==> config.mk <==
export PLATFORM = sky130hd
export DESIGN_NAME = instr_issuer
export DESIGN_NICKNAME = d
export VERILOG_FILES = /design/src/rtl/instr_issuer.sv
export SDC_FILE = /design/constraint.sdc
export NUM_CORES = 1
export LEC_CHECK = 0
export ABC_AREA = 1
export BUFFER_PORTS_ARGS = -buffer_cell sky130_fd_sc_hd__clkbuf_2
export CORE_ASPECT_RATIO = 1.2
export CORE_UTILIZATION = 35
export DETAILED_ROUTE_END_ITERATION = 6
export GPL_TIMING_DRIVEN = 1
export PLACE_DENSITY = 0.54
export SYNTH_ARGS = -nofsm -noshare
export SYNTH_HDL_FRONTEND = slang
export SYNTH_SLANG_ARGS = --single-unit
==> constraint.sdc <==
create_clock -name Clock -period 3.3 [get_ports Clock]
set_input_delay 0.99 -clock Clock [delete_from_list [all_inputs] [get_ports Clock]]
set_output_delay 0.99 -clock Clock [all_outputs]
set_load 0.05 [all_outputs]
==> src/rtl/instr_issuer.sv <==
// Instruction issuer: streams a small program memory to a processor one word at a time,
// handshaking each instruction with Run/Done and guarding each wait with a watchdog.
module instr_issuer #(
  parameter  int DEPTH   = 32,
  parameter  int TIMEOUT = 16,
  localparam int AW      = $clog2(DEPTH),
  localparam int LW      = $clog2(DEPTH + 1),
  localparam int WW      = $clog2(TIMEOUT + 1)
) (
  input  logic          Clock,
  input  logic          Resetn,
  input  logic          Start,
  input  logic          Load_we,
  input  logic [AW-1:0] Load_addr,
  input  logic [15:0]   Load_data,
  input  logic [LW-1:0] Prog_len,
  input  logic          Done,
  output logic [15:0]   DIN,
  output logic          Run,
  output logic [AW-1:0] PC,
  output logic          Busy,
  output logic          Finished,
  output logic          Timeout
);

  typedef enum logic [2:0] {
    S_IDLE,
    S_ISSUE,
    S_WAIT,
    S_FINISHED,
    S_ERROR
  } state_t;

  localparam logic [LW-1:0] DEPTH_L = LW'(DEPTH);
  localparam logic [WW-1:0] WD_LAST = WW'(TIMEOUT - 1);

  state_t        state_q, state_d;
  logic [AW-1:0] pc_q, pc_d;
  logic [LW-1:0] cnt_q, cnt_d;
  logic [LW-1:0] len_q, len_d;
  logic [WW-1:0] wd_q, wd_d;
  logic [LW-1:0] start_len;
  logic [LW-1:0] cnt_inc;
  logic [15:0]   mem [DEPTH];

  assign start_len = (Prog_len > DEPTH_L) ? DEPTH_L : Prog_len;
  assign cnt_inc   = cnt_q + LW'(1);

  always_ff @(posedge Clock or negedge Resetn) begin
    if (!Resetn) begin
      state_q <= S_IDLE;
      pc_q    <= '0;
      cnt_q   <= '0;
      len_q   <= '0;
      wd_q    <= '0;
    end else begin
      state_q <= state_d;
      pc_q    <= pc_d;
      cnt_q   <= cnt_d;
      len_q   <= len_d;
      wd_q    <= wd_d;
    end
  end

  always_comb begin
    state_d = state_q;
    pc_d    = pc_q;
    cnt_d   = cnt_q;
    len_d   = len_q;
    wd_d    = wd_q;
    case (state_q)
      S_IDLE, S_FINISHED, S_ERROR: begin
        if (Start) begin
          len_d   = start_len;
          pc_d    = '0;
          cnt_d   = '0;
          wd_d    = '0;
          state_d = (start_len != '0) ? S_ISSUE : S_FINISHED;
        end
      end
      S_ISSUE: begin
        wd_d    = '0;
        state_d = S_WAIT;
      end
      S_WAIT: begin
        // Done is checked before the watchdog so a last-cycle completion still counts
        if (Done) begin
          cnt_d = cnt_inc;
          if (cnt_inc == len_q) begin
            state_d = S_FINISHED;
          end else begin
            pc_d    = pc_q + AW'(1);
            state_d = S_ISSUE;
          end
        end else if (wd_q == WD_LAST) begin
          state_d = S_ERROR;
        end else begin
          wd_d = wd_q + WW'(1);
        end
      end
      default: state_d = S_IDLE;
    endcase
  end

  always_comb begin
    Run      = (state_q == S_ISSUE);
    Busy     = (state_q == S_ISSUE) || (state_q == S_WAIT);
    Finished = (state_q == S_FINISHED);
    Timeout  = (state_q == S_ERROR);
    PC       = pc_q;
    DIN      = Busy ? mem[pc_q] : 16'h0000;
  end

  // Program memory is deliberately outside reset so a loaded program survives it
  always_ff @(posedge Clock) begin
    if (Load_we && !Busy) begin
      mem[Load_addr] <= Load_data;
    end
  end

endmodule

==> impl_summary.log <==
[metrics] H-tree lvl count: 2
[metrics] total negative slack: -5.02 ns
[metrics] initial core utilization: 35.6%
[metrics] clock period minus worst slack: about 3.7 ns
[metrics] Total Routing Usage GR: roughly a fifth
[metrics] most used standard cell by instance count after synthesis: sky130_fd_sc_hd__edfxtp_1
[metrics] number of buffers created by CTS: 55
[metrics] Fin Hold WS: 0.442 ns
[metrics] average via count per standard cell: between 5 and 6
[metrics] proportion of netlist area held by the largest area contributor: slightly above 70%
[metrics] kind of end point of the critical path: primary output
[metrics] die footprint: ~63000 sq um
[metrics] post-detailed-route count of antenna-violating nets: 0
[metrics] total inserted antenna cells: 0
[metrics] path depth of the worst reg2reg path: 11
[metrics] dpl hpwl: 37600 microns
[metrics] crit start category: flop
[metrics] primary flip-flop cell chosen by synthesis mapping: sky130_fd_sc_hd__edfxtp_1
[metrics] final worst slack: -0.362 ns
[metrics] register clock-pin slew on the reported worst setup and hold paths: approximately 0.07 ns
[metrics] worst-path fanout max: 30
[metrics] arrival time at the worst endpoint: about 2.7 ns
[metrics] Max Transition Viols Final: 0
[metrics] sequential fraction of the synthesis area: between 70% and 80%
[metrics] violated checks: negative setup slack
[metrics] final clock period utilization by the worst path: 111%
[metrics] buffer depth of the longest clock path: 3
[metrics] initial antenna violation count: 2
[metrics] start of the worst register-to-register path: state_q[2]
[metrics] combined area of the multi-input logic cells: 5630 sq um
[metrics] die span in x: around 230 microns
[metrics] CTS tree: built
[metrics] commonest cells in the netlist: 512 x sky130_fd_sc_hd__edfxtp_1, 453 x sky130_fd_sc_hd__nand2_1, 163 x sky130_fd_sc_hd__nor2_1
[metrics] number of buffers added to fix hold violations after cts: 0
[metrics] register cell area after layout: around 16000 sq um
[metrics] final setup violation count: 16
[metrics] share of the core filled with cells: 44.3%
[metrics] number of storage elements in the synthesis netlist: ~540
[metrics] largest net degree at the start of global routing: roughly 50
[metrics] outcome: finished with violations
[metrics] synthesized netlist net count: roughly 1900
[metrics] post-synthesis cell type count: 31
[metrics] final net count: about 2000
[metrics] leading cell types by total area after synthesis: sky130_fd_sc_hd__edfxtp_1 70%, sky130_fd_sc_hd__nand2_1 7.8%, sky130_fd_sc_hd__a21oi_1 3.0%, sky130_fd_sc_hd__o21ai_0 2.9%, sky130_fd_sc_hd__dfrtp_1 2.9%
[metrics] number of hold-slack violations in the final timing report: 0
[metrics] remaining design rule violation count: 0
[metrics] placed insts: around 2700
[metrics] max cap viols: 0
[metrics] number of cells in the finished layout apart from fillers: 2852
[metrics] Clock Tree Root: sky130_fd_sc_hd__clkbuf_16
[metrics] fraction of layout cells with a size suffix above 1: between 10% and 20%
[metrics] first-pass GRT wire length: a little over 90000 microns
[metrics] detail-routed net length per standard cell: around 23 microns
[metrics] Cells after Synth: roughly 1800
[metrics] transition time of the tightest slew-check pin: between 0.8 and 0.9 ns
[metrics] first-pass iteration count of the detailed router: 6
[metrics] Worst EP required: 2.31 ns
[metrics] GRT Residual Overflow: 0
[metrics] type of the worst min-delay path: input pin to async pin
[metrics] number of design-rule violations left by the first detailed-router iteration: ~1500
[metrics] Routed WL: roughly 64000 microns
[metrics] placement row count: slightly below 100
[metrics] post-layout power: just over 20 mW
[metrics] synthesized area: 21800 sq um
[metrics] headroom to the max-slew limit: between 40% and 50%
[metrics] area inside the core boundary: ~61000 sq um
[metrics] count of input and output buffers: 56
[metrics] dominant cell type by area after synthesis: sky130_fd_sc_hd__edfxtp_1
[metrics] vias after detailed routing: 14900
[metrics] worst setup slack for register-to-register paths: 0.62 ns
[metrics] RSZ-0062 raised after global routing: yes
[metrics] final weighted congestion in routability-driven placement: approximately 0.8
[metrics] Clk Latency, worst-skew pair: 0.61 ns
[metrics] critical setup path kind: flop to primary output
[metrics] asr flop ratio synth: around 4.7%
[metrics] relative area change from synthesis to final layout: 24.4%
[metrics] Layout Skew: about 0.016 ns
[metrics] ports placed on the boundary: 57
[metrics] number of global-route vias before repair: 14600
[metrics] power density normalized to cell area: between 700 and 800 nW/um^2
[metrics] mean cell area of the mapped netlist: between 10 and 15 sq um
[metrics] Reg2Reg Capture Point: mem[19][6]
[metrics] count of fill cells added during filler insertion: between 5000 and 6000
[metrics] number of enable-type register cells in the synthesized netlist: 512
[metrics] worst vdd ir: 0.501 mV
[metrics] Die Ht: 276 microns
[metrics] YS warnings: 0
[metrics] clock sink count: 537
[metrics] maximum achievable frequency: around 0.27 GHz
[metrics] Pleak: about 9.9 nW
[how the worst max path moves through the flow]
stage,from,to,cells after the start
2_1_floorplan,state_q[0],DIN[10],7
3_3_place_gp,PC[0],DIN[15],10
3_5_place_dp,PC[0],DIN[15],10
4_1_cts,PC[0],DIN[11],12
5_1_grt,PC[0],DIN[11],13
6_report,PC[2],DIN[11],7
[layer usage]
layer	global-route usage, %	routed length [microns]
met2	34.3	31400
met5	0	0
met1	25.6	26800
met3	4.01	4330
met4	6.41	1710
[per-stage QoR]
step / setup slack [ns] / area [sq um]
finish: -0.362 / 27200
global route: -0.455 / 27200
CTS: -0.403 / 26600
detailed placement: 0.0189 / 23900
global placement: 0.00941 / 23900
floorplan: -0.115 / 21900
[power breakdown]
| part | total, mW | internal (mW) | switching [mW] |
|---|---|---|---|
| registers | 7.71 | 7.63 | 0.0855 |
| logic | 6.99 | 2.84 | 4.16 |
| clock network | 6.02 | 3.43 | 2.59 |
| total | 20.7 | 13.9 | 6.83 |
[sequential cells by signal, summed over array words and instances (netlist names)]
register  count
PC            5
cnt_q         6
len_q         6
mem         512
state_q       3
wd_q          5
[cell families after synthesis]
kind of cell,after synthesis,share of synthesized area [%]
adders and majority gates,4,0.229
and+or+nand+nor,770,14.3
buffers and inverters,160,3.45
xor gates and xnor gates,3,0.120
AOI/OAI and AO/OA,346,8.68
DFF,537,73.2
[repair_timing]
item / in CTS / in global routing
pin swaps: 47 / 45
setup buffers: 15 / 10
endpoints found under the hold margin: 0 / 0
gates resized for setup: 124 / 84
endpoints found under the setup margin: 16 / 16
gates cloned: 13 / 8
[layout make-up]
cell class | instances | share of cell area (%)
flip-flops and latches | 537 | 58.9
multi-input cells | 1123 | 20.7
clock buffers | 73 | 5.39
inverters | 59 | 0.962
well taps | 808 | 3.72
repair buffers | 219 | 9.29
clock inverters | 31 | 0.957
repair inverters | 2 | 0.0921
[worst max-delay path, cell delays in order (launching register included)]
cell	delay (ns)
sky130_fd_sc_hd__dfrtp_2	0.46
sky130_fd_sc_hd__inv_2	0.13
sky130_fd_sc_hd__buf_4	0.39
sky130_fd_sc_hd__nand3_1	0.21
sky130_fd_sc_hd__o211ai_1	0.21
sky130_fd_sc_hd__nand3_1	0.19
sky130_fd_sc_hd__a21oi_4	0.25
sky130_fd_sc_hd__buf_12	0.16
[cells in the final DEF, fill, tap and decap left out, drive strengths merged]
cell type	instances
ha	4
clkbuf	120
nand3b	1
nand4	8
o211ai	16
nor3	33
nor4	1
o22ai	50
clkinv	26
clkinvlp	3
a31oi	1
bufbuf	4
xor2	3
edfxtp	512
nand2	454
bufinv	4
a21boi	16
nor2	167
a21oi	134
inv	59
o31ai	1
buf	168
a22o	1
dfrtp	25
o21ai	127
nand3	106
Note: power is estimated with default switching activity, not from simulation.
